[src/rtl/spi_pkg.sv]
// Shared definitions for the SPI responder: FSM state encoding,
// synchronizer depth and the minimum clkin/SCK oversample ratio.
package spi_pkg;

    typedef enum logic {
        ST_IDLE   = 1'b0,
        ST_ACTIVE = 1'b1
    } spi_state_t;

    localparam int SPI_SYNC_STAGES    = 2;
    localparam int SPI_MIN_OVERSAMPLE = 8;

endpackage

[src/rtl/spi_sync_edge.sv]
// Brings one asynchronous pin into the clkin domain and derives
// single-cycle rise/fall pulses from the synchronized level.
module spi_sync_edge
    import spi_pkg::*;
(
    input  logic clkin,
    input  logic resetn,
    input  logic din,
    output logic level,
    output logic rise,
    output logic fall
);

    logic [SPI_SYNC_STAGES-1:0] sync_reg;
    logic                       hist_reg;

    // Reset to 0 so a pin already low at reset release never looks like a fresh falling edge.
    always_ff @(posedge clkin or negedge resetn) begin
        if (!resetn) begin
            sync_reg <= '0;
            hist_reg <= 1'b0;
        end else begin
            sync_reg <= {sync_reg[SPI_SYNC_STAGES-2:0], din};
            hist_reg <= sync_reg[SPI_SYNC_STAGES-1];
        end
    end

    assign level = sync_reg[SPI_SYNC_STAGES-1];
    assign rise  = level & ~hist_reg;
    assign fall  = ~level & hist_reg;

endmodule

[src/rtl/spi_responder.sv]
// SPI mode-0 responder oversampling SCK/CSN/MOSI in the clkin domain.
// Define SPI_RESPONDER_LSB_FIRST_EN for LSB-first shifting (default MSB-first).
module spi_responder
    import spi_pkg::*;
#(
    parameter int DATA_WIDTH = 8,
    parameter int CLKIN_HZ   = 100000000,
    parameter int MAX_SCK_HZ = 12500000
) (
    input  logic                            clkin,
    input  logic                            resetn,
    input  logic                            sck,
    input  logic                            csn,
    input  logic                            mosi,
    output logic                            miso,
    output logic                            miso_oe,
    input  logic [DATA_WIDTH-1:0]           tx_data,
    output logic                            tx_req,
    output logic [DATA_WIDTH-1:0]           rx_data,
    output logic                            rx_valid,
    output logic                            frame_active,
    output logic                            frame_abort,
    output logic [$clog2(DATA_WIDTH):0]     bit_count
);

    localparam int CW = $clog2(DATA_WIDTH) + 1;

`ifdef SPI_RESPONDER_LSB_FIRST_EN
    localparam bit LSB_FIRST = 1'b1;
`else
    localparam bit LSB_FIRST = 1'b0;
`endif

    generate
        if (CLKIN_HZ / MAX_SCK_HZ < SPI_MIN_OVERSAMPLE) begin : g_ratio_check
            $error("spi_responder: CLKIN_HZ / MAX_SCK_HZ must be at least %0d", SPI_MIN_OVERSAMPLE);
        end
    endgenerate

    // Pin order in the vectors: 0 = sck, 1 = csn, 2 = mosi.
    logic [2:0] pin_raw;
    logic [2:0] pin_level;
    logic [2:0] pin_rise;
    logic [2:0] pin_fall;

    assign pin_raw = {mosi, csn, sck};

    genvar gi;
    generate
        for (gi = 0; gi < 3; gi++) begin : g_pin_sync
            spi_sync_edge u_sync (
                .clkin (clkin),
                .resetn(resetn),
                .din   (pin_raw[gi]),
                .level (pin_level[gi]),
                .rise  (pin_rise[gi]),
                .fall  (pin_fall[gi])
            );
        end
    endgenerate

    logic sck_rise, sck_fall, csn_rise, csn_fall, mosi_s;
    logic unused_sync;

    assign sck_rise    = pin_rise[0];
    assign sck_fall    = pin_fall[0];
    assign csn_rise    = pin_rise[1];
    assign csn_fall    = pin_fall[1];
    assign mosi_s      = pin_level[2];
    assign unused_sync = ^{pin_level[1:0], pin_rise[2], pin_fall[2]};

    spi_state_t            state_reg;
    logic [DATA_WIDTH-1:0] tx_shift_reg;
    logic [DATA_WIDTH-1:0] rx_shift_reg;
    logic [DATA_WIDTH-1:0] rx_data_reg;
    logic [CW-1:0]         bit_count_reg;
    logic                  tx_req_reg;
    logic                  rx_valid_reg;
    logic                  frame_abort_reg;

    logic [DATA_WIDTH-1:0] rx_next;
    logic [DATA_WIDTH-1:0] tx_shifted;
    logic                  tx_out;
    logic                  last_bit;

    always_comb begin
        rx_next    = {rx_shift_reg[DATA_WIDTH-2:0], mosi_s};
        tx_shifted = {tx_shift_reg[DATA_WIDTH-2:0], 1'b0};
        tx_out     = tx_shift_reg[DATA_WIDTH-1];
        if (LSB_FIRST) begin
            rx_next    = {mosi_s, rx_shift_reg[DATA_WIDTH-1:1]};
            tx_shifted = {1'b0, tx_shift_reg[DATA_WIDTH-1:1]};
            tx_out     = tx_shift_reg[0];
        end
    end

    assign last_bit = (bit_count_reg == CW'(DATA_WIDTH - 1));

    always_ff @(posedge clkin or negedge resetn) begin
        if (!resetn) begin
            state_reg       <= ST_IDLE;
            tx_shift_reg    <= '0;
            rx_shift_reg    <= '0;
            rx_data_reg     <= '0;
            bit_count_reg   <= '0;
            tx_req_reg      <= 1'b0;
            rx_valid_reg    <= 1'b0;
            frame_abort_reg <= 1'b0;
        end else begin
            tx_req_reg      <= 1'b0;
            rx_valid_reg    <= 1'b0;
            frame_abort_reg <= 1'b0;
            case (state_reg)
                ST_IDLE: begin
                    if (csn_fall) begin
                        tx_shift_reg  <= tx_data;
                        tx_req_reg    <= 1'b1;
                        rx_shift_reg  <= '0;
                        bit_count_reg <= '0;
                        state_reg     <= ST_ACTIVE;
                    end
                end
                ST_ACTIVE: begin
                    if (csn_rise) begin
                        frame_abort_reg <= (bit_count_reg != '0);
                        bit_count_reg   <= '0;
                        rx_shift_reg    <= '0;
                        state_reg       <= ST_IDLE;
                    end else if (sck_rise) begin
                        if (last_bit) begin
                            rx_data_reg   <= rx_next;
                            rx_valid_reg  <= 1'b1;
                            bit_count_reg <= '0;
                            tx_shift_reg  <= tx_data;
                            tx_req_reg    <= 1'b1;
                        end else begin
                            rx_shift_reg  <= rx_next;
                            bit_count_reg <= bit_count_reg + CW'(1);
                        end
                    end else if (sck_fall && bit_count_reg != '0) begin
                        // A zero count means the word was just (re)loaded and its first bit must stay put.
                        tx_shift_reg <= tx_shifted;
                    end
                end
                default: state_reg <= ST_IDLE;
            endcase
        end
    end

    assign miso         = (state_reg == ST_ACTIVE) ? tx_out : 1'b0;
    assign miso_oe      = (state_reg == ST_ACTIVE);
    assign frame_active = (state_reg == ST_ACTIVE);
    assign tx_req       = tx_req_reg;
    assign rx_data      = rx_data_reg;
    assign rx_valid     = rx_valid_reg;
    assign frame_abort  = frame_abort_reg;
    assign bit_count    = bit_count_reg;

endmodule

[config.mk]
export PLATFORM = sky130hd
export DESIGN_NAME = spi_responder
export DESIGN_NICKNAME = d
export VERILOG_FILES = /design/src/rtl/spi_pkg.sv /design/src/rtl/spi_sync_edge.sv /design/src/rtl/spi_responder.sv
export SDC_FILE = /design/constraint.sdc
export NUM_CORES = 1
export LEC_CHECK = 0
export ABC_AREA = 1
export CELL_PAD_IN_SITES_DETAIL_PLACEMENT = 1
export CELL_PAD_IN_SITES_GLOBAL_PLACEMENT = 2
export CORE_AREA = 10 10 88 90
export CTS_BUF_LIST = sky130_fd_sc_hd__clkbuf_8 sky130_fd_sc_hd__clkbuf_16
export DETAILED_ROUTE_END_ITERATION = 10
export DIE_AREA = 0 0 98 100
export PLACE_DENSITY = 0.71
export SLEW_MARGIN = 20
export SYNTH_ARGS = -nofsm -noshare
export SYNTH_HDL_FRONTEND = slang
export SYNTH_SLANG_ARGS = --single-unit
[constraint.sdc]
create_clock -name clkin -period 2.35 [get_ports clkin]
set_input_delay 0.47 -clock clkin [delete_from_list [all_inputs] [get_ports clkin]]
set_output_delay 0.47 -clock clkin [all_outputs]
set_load 0.005 [all_outputs]
==> metrics.md <==
| Metric | Value |
|---|---|
| Fin Setup TNS | 0 ns |
| Max Cap Viol | 0 |
| H-tree depth | 2 |
| PortBufs | 30 |
| N_diodes | 0 |
| Synth top area share | 56.0% |
| CORE AREA | 6130 sq um |
| Cell family with most CP delay | buffers and inverters |
| WL final | 4.27 mm |
| Worst-path maximum fanout | 5 |
| Lkg Pwr | 1.14 nW |
| Crit path cell chain | clkdlybuf4s50_1 |
| # IOs | 31 |
| CTS Sinks | 39 |
| DRT Pass-1 Iters | 4 |
| Synthesis-to-layout area growth | 30.4% |
| Die W | 98 um |
| Syn Area/Cell | 9.04 sq um |
| Slew Viols, Final | 0 |
| Status | completed |
| Placed cell count | 300 |
| DRC viols | 0 |
| CTS Buf Count | 5 |
| CP Data Arrival Time | 1.37 ns |
| CTS Hold Buffers Added | 0 |
| Number of gates resized after cts | 0 |
| Pwr Density | 794 nW/um^2 |
| Clk buf depth | 2 |
| Worst min path class | in2async |
| Register bit total from synthesis | 39 |
| Max Fclk | 542 MHz |
| Final cell count without fillers | 308 |
| WP buf/inv | 1 |
| Area of the mapped netlist | 1740 sq um |
| First-pass GRT wire length | 7.67 mm |
| RD Place Congestion | 0.703 |
| RSZ-0062 raised after global routing | false |
| Area leader, netlist | dfrtp_1 |
| Worst VDD drop | 376 uV |
| Critical Path RT | 1.88 ns |
| Starting density of the core | 28.4% |
| GRT Overall Usage | 9.52% |
| Final nets | 245 |
| TritonCTS clock tree | yes |
| Clock Latency Late Sink | 0.30 ns |
| Worst-Margin Slew | 0.589 ns |
| Final Critical Period | 1.84 ns |
| Vias | 1364 |
| Vias in the first global route | 1557 |
| Worst stage delay on the critical path | 0.57 ns |
| Worst path slowest cell | clkdlybuf4s50_1 |
| Crit. End Element | primary output |
| Setup violators final | 0 |
| Chip height | 100 um |
| Number of fill cells | 726 |
| Slew HR | 60.7% |
| Initial antenna violation count | 0 |
| Mean number of vias per cell | 4.43 |
| Syn nets | 208 |
| Postcts setup bufs | 0 |
| HPWL Detailed | 3.08 mm |
| Cell area after layout | 2270 sq um |
| Seq/Total Area, Yosys | 56.0% |
| Largest net degree at the start of global routing | 27 |
| Share of cells above drive strength 1 | 13.9% |
| Routed Antenna Nets | 0 |
| Yosys cell types | 21 |
| WS Path Type | reg2out |
| Clk root buf | clkbuf_8 |
| Power Total | 1.81 mW |
| Final worst-path cycle share | 78.5% |
| YS warnings | 0 |
| Most common cell after layout, fill and taps aside | nand2_1 |
| Top cells by area, synth | dfrtp_1, nand2_1, nand3_1 |
| Die area | 9800 sq um |
| Final Hold Viols | 0 |
| Clk_skew | 0.00757 ns |
| Drt initial violations | 28 |
| DP Area | 2140 sq um |
| CP startpoint kind | flip-flop |
| Wirelength per Cell | 13.9 um |
| Cells after Synth | 193 |
| Most frequent cells in the layout | nand2_1, dfrtp_1, nand3_1, clkdlybuf4s50_1, inv_1 |
| FP Rows | 29 |
| Worst-path clk slew | 0.08 ns |
| Total grt overflow | 0 |
## final timing paths
| kind | startpoint | to | slack, ns | cells past startpoint |
|---|---|---|---|---|
| worst max-delay path | bit_count[3] | bit_count[3] | 0.51 | 1 |
| max in group asynchronous | resetn | rx_shift_reg[4] | 1.63 | 2 |
| min in group clkin | g_pin_sync[2].u_sync.sync_reg[0] | g_pin_sync[2].u_sync.sync_reg[1] | 0.36 | 0 |
| worst min register to register | g_pin_sync[2].u_sync.sync_reg[0] | g_pin_sync[2].u_sync.sync_reg[1] | 0.36 | 0 |
| worst min-delay path | resetn | g_pin_sync[1].u_sync.sync_reg[1] | 0.17 | 1 |
| worst max register to register | bit_count[0] | bit_count[3] | 0.85 | 6 |
## final cells by class
cell class              instances  area (sq um)  area share (%)
clock buffers                   5          68.8            3.03
clock inverters                 3          67.6            2.97
inverters                      13          53.8            2.37
multi-input cells             138           694            30.5
flip-flops and latches         39           976            42.9
well taps                      77          96.3            4.24
repair buffers                 33           318            14.0
## metrics by stage
step | worst slack [ns] | util (%) | hold WS, ns
finish | 0.506 | 37.1 | 0.173
global placement | 0.844 | 34.9 | 0.333
floorplan | 1.01 | - | 0.174
global route | 0.438 | 37.1 | 0.202
detailed placement | 0.815 | 34.9 | 0.340
CTS | 0.481 | 37.1 | 0.184
## where the power goes
part / total [mW] / leakage [nW] / switching (mW) / internal, mW
registers: 0.803 / 0.509 / 0.0544 / 0.749
logic: 0.330 / 0.568 / 0.188 / 0.143
clock network: 0.673 / 0.0644 / 0.250 / 0.423
total: 1.81 / 1.14 / 0.491 / 1.32
## Yosys cell counts (all sizes together)
master	count
nand2	88
xor2	1
o21ai	4
clkinv	1
buf	3
or2	1
ha	2
nand3	31
dfrtp	39
nand4	1
inv	12
nor3b	1
nor2	8
a21oi	1
## worst reg2reg max path, cell delays in order, from the launching register on
cell and delay [ns]:
dfrtp_1 0.43, ha_1 0.25, nand2_2 0.13, nor2_8 0.06, nor2_2 0.35, nand3_1 0.14
nand2_1 0.09
## routing by layer
metal | up-vias | track usage [%] | routed length (um)
met2 | 27 | 15.2 | 2050
li1 | 680 | - | -
met5 | - | 0 | 0
met4 | 0 | 3.36 | 45
met1 | 652 | 11.6 | 1950
met3 | 5 | 3.50 | 222
## cell families (layout without fill, tap and decap cells)
| group | after synthesis | count (layout) | synth area share, % |
|---|---|---|---|
| flops | 39 | 39 | 56.0 |
| xor+xnor | 1 | 1 | 0.502 |
| fa+ha+maj | 2 | 2 | 1.43 |
| buf+inv | 16 | 54 | 4.23 |
| compound gates | 5 | 5 | 1.43 |
| simple gates | 130 | 130 | 36.4 |
Power figures use the tool's default switching activity.
